### config.mk
export PLATFORM = sky130hd
export DESIGN_NAME = sum_entry_ctrl
export DESIGN_NICKNAME = d
export VERILOG_FILES = /design/src/rtl/sum_entry_ctrl.sv
export SDC_FILE = /design/constraint.sdc
export NUM_CORES = 1
export LEC_CHECK = 0
export ABC_AREA = 1
export CAP_MARGIN = 25
export CORE_UTILIZATION = 50
export DETAILED_ROUTE_END_ITERATION = 8
export HOLD_SLACK_MARGIN = 0.05
export PLACE_DENSITY = 0.79
export RECOVER_POWER = 100
export SYNTH_ARGS = -nofsm -noshare
export SYNTH_HDL_FRONTEND = slang
export SYNTH_SLANG_ARGS = --single-unit
### constraint.sdc
create_clock -name clk -period 1.7 [get_ports clk]
set_input_delay 0.34 -clock clk [delete_from_list [all_inputs] [get_ports clk]]
set_output_delay 0.34 -clock clk [all_outputs]
set_load 0.05 [all_outputs]
### src/rtl/sum_entry_ctrl.sv
// sum_entry_ctrl: keypad-driven entry sequencer for the multi-digit two-operand adder.
// Builds operand A, then operand B, one digit key at a time (calculator style). It then
// requests one addition over a req/ack handshake and holds a "result shown" phase until
// the next key arrives.
//
// Ports:
//   clk, rst_n        clock, asynchronous active-low reset
//   key_valid         one-cycle strobe qualifying key_code
//   key_code          0-9 digit, KEY_ENTER, KEY_CLEAR; other codes ignored
//   op_a, op_b        operand nibbles, most significant digit in the top nibble
//   add_req, add_ack  addition handshake to the datapath
//   result_valid      datapath result is meaningful for display
//   err               one-cycle pulse on a digit rejected because the operand is full
//   state_dbg         current state (ENTRY_A=0, ENTRY_B=1, REQ=2, SHOW=3)
module sum_entry_ctrl #(
   parameter int unsigned DIGITS    = 3,
   parameter logic [3:0]  KEY_ENTER = 4'hF,
   parameter logic [3:0]  KEY_CLEAR = 4'hE
) (
   input  logic                clk,
   input  logic                rst_n,
   input  logic                key_valid,
   input  logic [3:0]          key_code,
   output logic [4*DIGITS-1:0] op_a,
   output logic [4*DIGITS-1:0] op_b,
   output logic                add_req,
   input  logic                add_ack,
   output logic                result_valid,
   output logic                err,
   output logic [1:0]          state_dbg
);

   localparam int unsigned OpW  = 4 * DIGITS;
   localparam int unsigned CntW = $clog2(DIGITS + 1);

   typedef enum logic [1:0] {
      StEntryA = 2'd0,
      StEntryB = 2'd1,
      StReq    = 2'd2,
      StShow   = 2'd3
   } state_e;

   state_e          state_q, state_d;
   logic [OpW-1:0]  op_a_q, op_a_d;
   logic [OpW-1:0]  op_b_q, op_b_d;
   logic [CntW-1:0] count_q, count_d;
   logic            add_req_q, add_req_d;
   logic            result_valid_q, result_valid_d;
   logic            err_q, err_d;
   logic            pending_clear_q, pending_clear_d;

   logic key_digit, key_enter, key_clear;
   logic count_full;
   logic ack_clear;

   assign key_digit  = key_valid && (key_code <= 4'd9);
   assign key_enter  = key_valid && (key_code == KEY_ENTER);
   assign key_clear  = key_valid && (key_code == KEY_CLEAR);
   assign count_full = (count_q == CntW'(DIGITS));
   // A clear arriving in the same cycle as the ack is folded into the pending clear.
   assign ack_clear  = add_ack && (pending_clear_q || key_clear);

   // State register
   always_ff @(posedge clk or negedge rst_n) begin
      if (!rst_n) begin
         state_q <= StEntryA;
      end else begin
         state_q <= state_d;
      end
   end

   // Next-state logic
   always_comb begin
      state_d = state_q;
      case (state_q)
         StEntryA: begin
            if (!key_clear && key_enter) begin
               state_d = StEntryB;
            end
         end
         StEntryB: begin
            if (key_clear) begin
               state_d = StEntryA;
            end else if (key_enter) begin
               state_d = StReq;
            end
         end
         StReq: begin
            if (add_ack) begin
               state_d = ack_clear ? StEntryA : StShow;
            end
         end
         StShow: begin
            if (key_clear || key_digit) begin
               state_d = StEntryA;
            end
         end
         default: state_d = StEntryA;
      endcase
   end

   // Next values of the registered outputs and entry bookkeeping
   always_comb begin
      op_a_d          = op_a_q;
      op_b_d          = op_b_q;
      count_d         = count_q;
      result_valid_d  = result_valid_q;
      pending_clear_d = pending_clear_q;
      err_d           = 1'b0;

      case (state_q)
         StEntryA, StEntryB: begin
            if (key_clear) begin
               op_a_d         = '0;
               op_b_d         = '0;
               count_d        = '0;
               result_valid_d = 1'b0;
            end else if (key_digit) begin
               if (count_full) begin
                  err_d = 1'b1;
               end else begin
                  if (state_q == StEntryA) begin
                     op_a_d = {op_a_q[OpW-5:0], key_code};
                  end else begin
                     op_b_d = {op_b_q[OpW-5:0], key_code};
                  end
                  count_d = count_q + CntW'(1);
               end
            end else if (key_enter) begin
               count_d = '0;
            end
         end
         StReq: begin
            // Operands stay frozen for the whole request; only the clear is remembered.
            if (add_ack) begin
               pending_clear_d = 1'b0;
               if (ack_clear) begin
                  op_a_d         = '0;
                  op_b_d         = '0;
                  count_d        = '0;
                  result_valid_d = 1'b0;
               end else begin
                  result_valid_d = 1'b1;
               end
            end else if (key_clear) begin
               pending_clear_d = 1'b1;
            end
         end
         StShow: begin
            if (key_clear) begin
               op_a_d         = '0;
               op_b_d         = '0;
               count_d        = '0;
               result_valid_d = 1'b0;
            end else if (key_digit) begin
               op_a_d         = OpW'(key_code);
               op_b_d         = '0;
               count_d        = CntW'(1);
               result_valid_d = 1'b0;
            end
         end
         default: begin
            op_a_d          = '0;
            op_b_d          = '0;
            count_d         = '0;
            result_valid_d  = 1'b0;
            pending_clear_d = 1'b0;
         end
      endcase

      add_req_d = (state_d == StReq);
   end

   always_ff @(posedge clk or negedge rst_n) begin
      if (!rst_n) begin
         op_a_q          <= '0;
         op_b_q          <= '0;
         count_q         <= '0;
         add_req_q       <= 1'b0;
         result_valid_q  <= 1'b0;
         err_q           <= 1'b0;
         pending_clear_q <= 1'b0;
      end else begin
         op_a_q          <= op_a_d;
         op_b_q          <= op_b_d;
         count_q         <= count_d;
         add_req_q       <= add_req_d;
         result_valid_q  <= result_valid_d;
         err_q           <= err_d;
         pending_clear_q <= pending_clear_d;
      end
   end

   assign op_a         = op_a_q;
   assign op_b         = op_b_q;
   assign add_req      = add_req_q;
   assign result_valid = result_valid_q;
   assign err          = err_q;
   assign state_dbg    = state_q;

endmodule

==> results of run 1 <==
-- kinds of logic after synthesis --
| family | after synthesis | synth area share, % |
|---|---|---|
| simple gates | 148 | 40.6 |
| buf+inv | 36 | 9.83 |
| flops | 32 | 47.0 |
| compound gates | 6 | 1.91 |
| fa+ha+maj | 1 | 0.734 |
-- worst register-to-register path: stages, from the launching register on --
cell and delay (ns):
dfrtp_2 0.51, inv_4 0.16, nor2_8 0.06, nand2_1 0.10, nand2_2 0.08, nor2_4 0.13, clkbuf_1 0.18, nand2_1 0.09
nand2_1 0.06, nand2_1 0.04
-- layout by cell type, fill, tap and decap left out, drive strengths merged --
| cell type | instances |
|---|---|
| a21oi | 4 |
| buf | 17 |
| clkbuf | 38 |
| clkdlybuf4s50 | 6 |
| clkinv | 2 |
| dfrtp | 32 |
| dlygate4sd3 | 1 |
| ha | 1 |
| inv | 26 |
| nand2 | 75 |
| nand3 | 30 |
| nand3b | 1 |
| nand4 | 4 |
| nor2 | 37 |
| nor3 | 1 |
| o21ai | 1 |
| o21bai | 1 |
-- area by class of cell --
type / count / area, um^2 / area share (%)
sequential: 32 / 802 / 38.0
multi-input combinational: 155 / 737 / 35.0
clock inverter: 1 / 5.00 / 0.237
tap: 44 / 55.1 / 2.61
clock buffer: 7 / 45.0 / 2.14
timing repair buffer: 55 / 360 / 17.1
inverter: 27 / 104 / 4.93
-- state kept, by name, summed over array words and instances (netlist names) --
signal,flops
result_valid,1
count_q,2
state_dbg,2
op_a,12
pending_clear_q,1
op_b,12
err,1
add_req,1
-- through the flow --
stage | cell area (um^2) | util [%]
floorplan | 1710 | -
global placement | 2150 | 68.3
detailed placement | 2150 | 68.3
CTS | 2200 | 69.9
global route | 2110 | 66.9
finish | 2110 | 66.9
-- layer usage --
metal  vias to the layer above  global-route usage (%)
li1                        798                       -
met3                         5                    7.04
met2                        41                    36.7
met4                         0                    11.3
met1                       704                    26.6
met5                         -                       0
-- worst paths after layout --
| check | slack [ns] | endpoint | from | depth (start not counted) |
|---|---|---|---|---|
| worst min register to register | 0.48 | op_b[10]$_DFFE_PN0P_ | op_b[10]$_DFFE_PN0P_ | 2 |
| max in group asynchronous | 0.57 | state_dbg[1]$_DFF_PN0_ | rst_n | 2 |
| worst min-delay path | 0.48 | op_b[10]$_DFFE_PN0P_ | op_b[10]$_DFFE_PN0P_ | 2 |
| min in group asynchronous | 0.60 | op_b[9]$_DFFE_PN0P_ | rst_n | 2 |
| worst max-delay path | 0.10 | count_q[1]$_DFFE_PN0P_ | key_code[3] | 11 |
| worst max register to register | 0.16 | count_q[1]$_DFFE_PN0P_ | state_dbg[1]$_DFF_PN0_ | 9 |
-- power groups by stage --
stage	Sequential [W]	Combinational, W	Clock (W)
after floorplan	0.00225	0.00106	0
after global placement	0.00135	0.00271	0
after detailed placement	0.00136	0.00275	0
after CTS	0.00134	0.00276	0.000435
after global routing	0.00137	0.00277	0.000470
final	0.00133	0.00253	0.000420
==> impl_results.md, run 1 <==
- Synth warn: 0
- Tmin final: 1.60 ns
- VDD IR max: 1.08 mV
- Setup violators final: 0
- Number of port buffers: 36
- Pwr/cell area: roughly 2000 nW/um^2
- # Post-CTS Setup Buffers: 0
- Async S/R FF share, synth: 100%
- Total wire length: 3490 um
- Worst slew margin: between 40 and 50%
- Vias in the first global route: 1379
- Overall power: 0.00428 W
- Vias per cell: 4.82
- Die Y: around 60 um
- Rows: 20
- Most frequent CP cell: nand2_1
- CP Launch Type: primary input
- Initial Util: 54.1%
- Metal3 WL: 146 um
- Residual DRC: 0
- Internal power: 0.00192 W
- Final period utilization: 93.9%
- Global-route usage over all layers: between 20% and 30%
- CTS Buf Count: 5
- Cells after Synth: around 220
- Synthesized flop and latch total: 32
- Critical-path cell list: clkdlybuf4s50_1 -> nand2_2 -> nor2_4 -> nand2_4 -> nand3_1 -> nand2_2 -> nor2_4 -> clkbuf_1 -> nand2_1 -> nand2_1 -> nand2_1
- WS Path Type: in -> reg
- Hold_buf cts: 0
- Place WS: -0.238 ns
- Root buf cell: clkbuf_4
- Clock sinks: 32
- Syn Nets: between 200 and 250
- Synth Flop Type: dfrtp_1
- Synthesized area: between 1500 and 2000 um^2
- Routed Antenna Nets: 0
- Synth area leaders: dfrtp_1, nand2_1, nand3_1
- Clock share of power: about 9.8%
- Setup WS post-layout: 0.104 ns
- Worst slack on hold paths: between 0.4 and 0.5 ns
- Post-CTS Resized: 0
- 1st-iter DRT viols: between 80 and 90
- Drt wl/cell: 10.9 um
- Area leader, netlist: dfrtp_1
- Die width: 60.4 um
- Dpl hpwl: 2550 um
- Hold Crit Class: reg -> reg
- Max-slew violation count: 0
- Clk buf depth: 2
- Avg Cell Area, Syn: roughly 7.6 um^2
- Seq/Total Area, Yosys: 47.0%
- Die area: 3650 um^2
- Arrival @ worst endpoint: 1.83 ns
- CP top delay family: simple AND/OR/NAND/NOR gates
- Routability cong.: 0.867
- Routed length on met1: 1650 um
- GRT Residual Overflow: 0
- I/O Pins: 37
- CTS tree: built
- Initial antenna violation count: 0
- Layout cells sized above 1: between 20% and 30%
- N_diodes: 0
- Final hold violation count: 0
- Synth cell types: 25
- DP Cell Count: 313
- Sw frac: 55.1%
- Max incr delay on CP: 0.52 ns
- Crit path max fanout: 5
- Post-synth EDFFs: 0
- Max-cap viol count: 0
- Combinational power share: 59.1%
- Worst Skew: approximately 0.0028 ns
- Crit path buffers/inverters: 2
- Most common cell in the netlist: nand2_1
- Outcome: completed
- Register clock-pin slew on the reported worst setup and hold paths: about 0.10 ns
- Layout Nets: 285
- Static leakage: 1.22 nW
- Worst-Skew Late Latency: approximately 0.34 ns
- Max frequency: about 630 MHz
- CP endpoint kind: flip-flop
- Most frequent cells after synthesis: nand2_1, dfrtp_1, nor2_1
- Flop pwr share: 31.0%
- First-pass GRT wire length: 5890 um
- Max Used Layer: met4
- DR pass1 iterations: 4
- Vias: about 1500
- Final Non-Filler Cells: 321
- Syn-to-layout area delta: 23.6%
- RSZ-0062 raised after global routing: no
- Critical-path top delay cell: clkdlybuf4s50_1
- Largest net degree at the start of global routing: 33
- P_sw: 0.00236 W
- Top cell type's share of synthesized area: 47.0%
- Critical Path RT: approximately 1.9 ns
- Worst Max-Slew Pin Slew: approximately 0.76 ns
- H-tree levels: 2
- Core area: roughly 3200 um^2
- FILL cells: 299
- WL met2: 1640 um
- Setup tns final: 0 ns
Power figures use the tool's default switching activity.
==> inputs of run 2 (changes only) <==
--- a/config.mk
+++ b/config.mk
@@ -12,6 +12,7 @@
 export HOLD_SLACK_MARGIN = 0.05
 export PLACE_DENSITY = 0.79
 export RECOVER_POWER = 100
+export SLEW_MARGIN = 20
 export SYNTH_ARGS = -nofsm -noshare
 export SYNTH_HDL_FRONTEND = slang
 export SYNTH_SLANG_ARGS = --single-unit
==> results of run 2 <==
Same layout as run 1: the final DEF is identical, and so are final timing and power.
